==> config.mk <==
export PLATFORM = sky130hd
export DESIGN_NAME = instruction_fetch
export DESIGN_NICKNAME = d
export VERILOG_FILES = /design/src/rtl/cpu_pkg.sv /design/src/rtl/fetch_watchdog.sv /design/src/rtl/instruction_fetch.sv
export SDC_FILE = /design/constraint.sdc
export NUM_CORES = 1
export LEC_CHECK = 0
export CAP_MARGIN = 20
export CORE_ASPECT_RATIO = 0.6
export CORE_MARGIN = 2
export CORE_UTILIZATION = 50
export DETAILED_ROUTE_END_ITERATION = 7
export GPL_TIMING_DRIVEN = 0
export PLACE_DENSITY_LB_ADDON = 0.3
export SLEW_MARGIN = 10
export SYNTH_ARGS = -nofsm -noshare
export SYNTH_HDL_FRONTEND = slang
export SYNTH_HIERARCHICAL = 1
export SYNTH_SLANG_ARGS = --single-unit
==> constraint.sdc <==
create_clock -name CLK -period 1.9 [get_ports CLK]
set_input_delay 0.57 -clock CLK [delete_from_list [all_inputs] [get_ports CLK]]
set_output_delay 0.57 -clock CLK [all_outputs]
set_load 0.005 [all_outputs]
==> src/rtl/cpu_pkg.sv <==
// Shared types and constants for the 16-bit multicycle datapath.
package cpu_pkg;

  localparam int unsigned DATA_W = 16;
  localparam logic [DATA_W-1:0] PC_RESET = 16'h0000;

  // Watchdog counter width; holds timeouts up to 255 cycles.
  localparam int unsigned WD_W = 8;

  typedef enum logic [1:0] {
    ST_IDLE  = 2'd0,
    ST_WAIT  = 2'd1,
    ST_FAULT = 2'd2
  } fetch_state_e;

endpackage

==> src/rtl/fetch_watchdog.sv <==
// Saturating cycle counter that flags when an outstanding fetch has waited too long.
// expired is registered and rises on the edge where the count reaches TIMEOUT-1,
// so the controller acts on the edge where the count reaches TIMEOUT.
module fetch_watchdog
  import cpu_pkg::*;
#(
  parameter int unsigned TIMEOUT = 15
) (
  input  logic CLK,
  input  logic reset,
  input  logic clr,
  input  logic en,
  output logic expired
);

  localparam logic [WD_W-1:0] LIMIT    = WD_W'(TIMEOUT);
  localparam logic [WD_W-1:0] LIMIT_M1 = WD_W'(TIMEOUT - 1);
  localparam logic            EXP_CLR  = (TIMEOUT == 1);

  logic [WD_W-1:0] count;
  logic [WD_W-1:0] count_inc;

  // Increment that holds at the limit instead of wrapping.
  always_comb begin
    count_inc = count;
    if (count < LIMIT) begin
      count_inc = count + WD_W'(1);
    end
  end

  // Counter and expiry flag; clear takes priority over enable.
  always_ff @(posedge CLK) begin
    if (!reset) begin
      count   <= '0;
      expired <= 1'b0;
    end else if (clr) begin
      count   <= '0;
      expired <= EXP_CLR;
    end else if (en) begin
      count   <= count_inc;
      expired <= (count_inc >= LIMIT_M1);
    end
  end

endmodule

==> src/rtl/instruction_fetch.sv <==
// Fetch stage: owns the PC, issues req/ack instruction reads, handles redirects and timeouts.
module instruction_fetch
  import cpu_pkg::fetch_state_e, cpu_pkg::ST_IDLE, cpu_pkg::ST_WAIT, cpu_pkg::ST_FAULT;
#(
  parameter int unsigned           DATA_W   = cpu_pkg::DATA_W,
  parameter logic [DATA_W-1:0]     PC_RESET = DATA_W'(cpu_pkg::PC_RESET),
  parameter int unsigned           PC_STEP  = 1,
  parameter int unsigned           TIMEOUT  = 15
) (
  input  logic              CLK,
  input  logic              reset,
  input  logic              fetch,
  input  logic              pcLoad,
  input  logic [DATA_W-1:0] pcTarget,
  input  logic              clearFault,
  output logic [DATA_W-1:0] memAddr,
  output logic              memReq,
  input  logic              memAck,
  input  logic [DATA_W-1:0] memData,
  output logic [DATA_W-1:0] instruction,
  output logic [DATA_W-1:0] PC,
  output logic [DATA_W-1:0] pcNext,
  output logic              instrValid,
  output logic              busy,
  output logic              fault
);

  localparam logic [DATA_W-1:0] STEP = DATA_W'(PC_STEP);

  fetch_state_e      state, state_d;
  logic [DATA_W-1:0] mem_addr_d, instruction_d, pc_d, pc_next_d;
  logic              mem_req_d, instr_valid_d;
  logic              pend_valid, pend_valid_d;
  logic [DATA_W-1:0] pend_target, pend_target_d;
  logic              wd_expired;
  logic              wd_clr_c, wd_en_c;

  // Watchdog runs only while a request is outstanding and no ack arrives.
  assign wd_clr_c = (state != ST_WAIT);
  assign wd_en_c  = (state == ST_WAIT) && !memAck;

  fetch_watchdog #(
    .TIMEOUT (TIMEOUT)
  ) u_watchdog (
    .CLK     (CLK),
    .reset   (reset),
    .clr     (wd_clr_c),
    .en      (wd_en_c),
    .expired (wd_expired)
  );

  // State and datapath registers.
  always_ff @(posedge CLK) begin
    if (!reset) begin
      state       <= ST_IDLE;
      memAddr     <= '0;
      memReq      <= 1'b0;
      instruction <= '0;
      PC          <= '0;
      pcNext      <= PC_RESET;
      instrValid  <= 1'b0;
      busy        <= 1'b0;
      fault       <= 1'b0;
      pend_valid  <= 1'b0;
      pend_target <= '0;
    end else begin
      state       <= state_d;
      memAddr     <= mem_addr_d;
      memReq      <= mem_req_d;
      instruction <= instruction_d;
      PC          <= pc_d;
      pcNext      <= pc_next_d;
      instrValid  <= instr_valid_d;
      busy        <= (state_d == ST_WAIT);
      fault       <= (state_d == ST_FAULT);
      pend_valid  <= pend_valid_d;
      pend_target <= pend_target_d;
    end
  end

  // Next-state and next-value logic.
  always_comb begin
    state_d       = state;
    mem_addr_d    = memAddr;
    mem_req_d     = memReq;
    instruction_d = instruction;
    pc_d          = PC;
    pc_next_d     = pcNext;
    instr_valid_d = 1'b0;
    pend_valid_d  = pend_valid;
    pend_target_d = pend_target;

    unique case (state)
      ST_IDLE: begin
        if (fetch) begin
          // A simultaneous redirect supplies the address for this fetch.
          if (pcLoad) begin
            mem_addr_d = pcTarget;
            pc_next_d  = pcTarget;
          end else begin
            mem_addr_d = pcNext;
          end
          mem_req_d    = 1'b1;
          pend_valid_d = 1'b0;
          state_d      = ST_WAIT;
        end else if (pcLoad) begin
          pc_next_d = pcTarget;
        end
      end

      ST_WAIT: begin
        if (memAck) begin
          if (pcLoad || pend_valid) begin
            // Redirected while in flight: the returned word is stale.
            pc_next_d = pcLoad ? pcTarget : pend_target;
          end else begin
            instruction_d = memData;
            pc_d          = memAddr;
            pc_next_d     = memAddr + STEP;
            instr_valid_d = 1'b1;
          end
          pend_valid_d = 1'b0;
          mem_req_d    = 1'b0;
          state_d      = ST_IDLE;
        end else if (wd_expired) begin
          if (pcLoad) begin
            pc_next_d = pcTarget;
          end else if (pend_valid) begin
            pc_next_d = pend_target;
          end
          pend_valid_d = 1'b0;
          mem_req_d    = 1'b0;
          state_d      = ST_FAULT;
        end else if (pcLoad) begin
          pend_valid_d  = 1'b1;
          pend_target_d = pcTarget;
        end
      end

      ST_FAULT: begin
        if (pcLoad) begin
          pc_next_d = pcTarget;
        end
        if (clearFault) begin
          state_d = ST_IDLE;
        end
      end

      default: begin
        mem_req_d    = 1'b0;
        pend_valid_d = 1'b0;
        state_d      = ST_IDLE;
      end
    endcase
  end

endmodule

==> results.cfg <==
[grt]
grt_pass1_vias = 4471
grt_pass1_wl_um = 22900
antenna_found_initial = 0
grt_max_degree = 15
track_usage_pct = 30.4
globalRoute.totalOverflow = 0

[sta]
relSlewSlack_pct = 60.9
final-setup-viol-count = 0
timing.final.crit_share_pct = 98.5
rsz0062_at_grt = yes
worst_slew_pin_slew_ns = 0.582
fin_ws_ns = 0.0281
fmaxAchievable_ghz = 0.534
period_minus_slack_ns = 1.87
hold_ws_ns = 0.453
finalMaxSlewViolations = 0
hold_viol = 0
fin_skew_ns = 0.00582

[power]
p_leak_nw = 2.14
power_mw = 4.90
ir_drop_mv = 0.434
pwr_density_cell_mw_per_mm2 = 808

[yosys]
synth-seq-cells = 96
synthSimpleGateAreaFrac_pct = 24.6
yosysMostFrequentCell = nand2_1
synthXorXnorAreaFrac_pct = 2.19
synthCells = 540
muxShareOfSynthArea_pct = 3.19
synth_top_area_share_pct = 43.7
yosysUniqueCellTypes = 63
synth_ff_type = dfxtp_1
ys_warn_count = 6
synth_adder_area_share_pct = 0.569
syn-num-nets = 580
synth.avg_cell_area_sq_um = 8.15
synth_area_leaders = dfxtp_1 44%, nand2_1 9.0%, a21oi_1 7.6%
async_flop_share_pct = 0
yosysSeqAreaShare_pct = 43.7
synth_commonest_cells = 105 x nand2_1, 96 x dfxtp_1, 67 x a21oi_1
synth_compound_area_share_pct = 21.3
synth_area_sq_mm = 0.00440
yosysTopAreaCell = dfxtp_1
synth_top_family_by_area = simple AND/OR/NAND/NOR gates
synth_edf_count = 0

[die]
core_sq_mm = 0.00852
initial_core_util_pct = 51.6
dieArea_sq_mm = 0.00959
pin_count = 106
rows = 26
fp.dieH_um = 76.7
die_x_um = 125

[critical_path]
crit_path_end_kind = output port
crit_slowest_cell = clkdlybuf4s50_1
worst-path-buf-inv = 1
cp_max_fo = 5
cpPeakStageDelay_ns = 0.54
cp_top_family = buffers and inverters
path_cells = clkdlybuf4s50_1
arrival_ns = 1.30
crit_required_ns = 1.33
start_kind = register
crit_type = register to output port

[finish]
area_growth_pct = 37.8
drive_above_1_share_pct = 13.9
diodes = 0
fin_nets = 701
fin_util_pct = 71.1
multi_input_area_sq_mm = 0.00233
num-fill-cells = 682
fin_area_sq_mm = 0.00606
regArea_sq_mm = 0.00195

[clock_network]
cts_made_buffers = 9
cts_max_level = 3
cts_tree = yes
clk_pin_slew_ns = 0.06
insertion_delay_ns = 0.35
cts_root_buffer = clkbuf_16
cts.sinks = 96
cts_buffer_depth = 2

[placed_design]
port_buffers = 105
hpwl_um = 10300
dpl-instance-area_sq_mm = 0.00559
place_congestion = 0.941
place_ws_ns = -0.699

[hold_path]
hold_class = register to register

[job]
max_cap_viol_count = 0

[outcome]
outcome = completed

[route]
drt_iter0_markers = 488
vias = 4643
first_pass_iters = 7
route.detailed.drc = 0
wl_per_cell_um = 18.9
ant_nets = 0
via_per_inst = 5.98
drt_wl_total_um = 14700
## kinds of logic after synthesis
kind of cell | after synthesis
XOR/XNOR | 11
AND/OR/NAND/NOR | 228
AO/OA/AOI/OAI | 144
multiplexers | 14
adder cells (fa/ha/maj) | 2
buffers and inverters | 45
flip-flops | 96
## final timing paths
kind | startpoint | end | slack (ns) | cells past startpoint
min | instruction[5]$_SDFFE_PN0P_ | instruction[5]$_SDFFE_PN0P_ | 0.45 | 2
min reg2reg | instruction[5]$_SDFFE_PN0P_ | instruction[5]$_SDFFE_PN0P_ | 0.45 | 2
max reg2reg | memAddr[2]$_SDFFE_PN0P_ | pcNext[15]$_SDFFE_PN0P_ | 0.09 | 7
max | pcNext[15]$_SDFFE_PN0P_ | pcNext[15] | 0.03 | 1
## timing repair
action	in CTS	in global routing
setup buffers	7	0
endpoints found under the hold margin	0	0
pin swaps	2	1
endpoints found under the setup margin	98	62
gates resized for setup	36	30
hold buffers	0	0
## cells in the final DEF, fill, tap and decap left out, drive strengths merged, types with 6 or more instances in the layout
master,instances
a21oi,67
a311oi,7
mux2i,14
a211oi,14
and2,6
dfxtp,96
nor2,44
xnor2,7
o21ai,17
clkbuf,32
clkdlybuf4s50,103
buf,25
nand2,106
nand2b,13
nand3,31
## layer usage
layer  wire length (um)  global-route usage, %
met1               6420                   42.7
met2               6410                   46.2
met3               1650                   8.79
met4                177                   7.44
met5                  0                      0
## final cells by class
type                    count  area share [%]
inverters                   4           0.248
clock buffers              11            4.00
plain buffers              39            3.61
clock inverters             3            1.11
multi-input cells         399            38.4
repair buffers            112            18.2
flip-flops and latches     96            32.1
well taps                 112            2.31
## registers in the layout, summed over array words and instances (netlist names)
name,count
instrValid,1
PC,16
fault,1
u_watchdog/expired,1
memAddr,16
busy,1
instruction,16
state,2
memReq,1
u_watchdog/count,8
pend_valid,1
pend_target,16
pcNext,16
## through the flow
| step | setup TNS [ns] | cells |
|---|---|---|
| global route | -0.0134 | 776 |
| CTS | 0 | 778 |
| finish | 0 | 776 |
| detailed placement | -52.88 | 757 |
| global placement | -50.33 | 757 |
| floorplan | 0 | 540 |
## report_power, final
group	leakage (nW)	internal, mW	switching, mW
logic	1.21	0.364	0.390
clock network	0.148	1.18	0.769
registers	0.788	2.10	0.0993
Power figures use the tool's default switching activity.
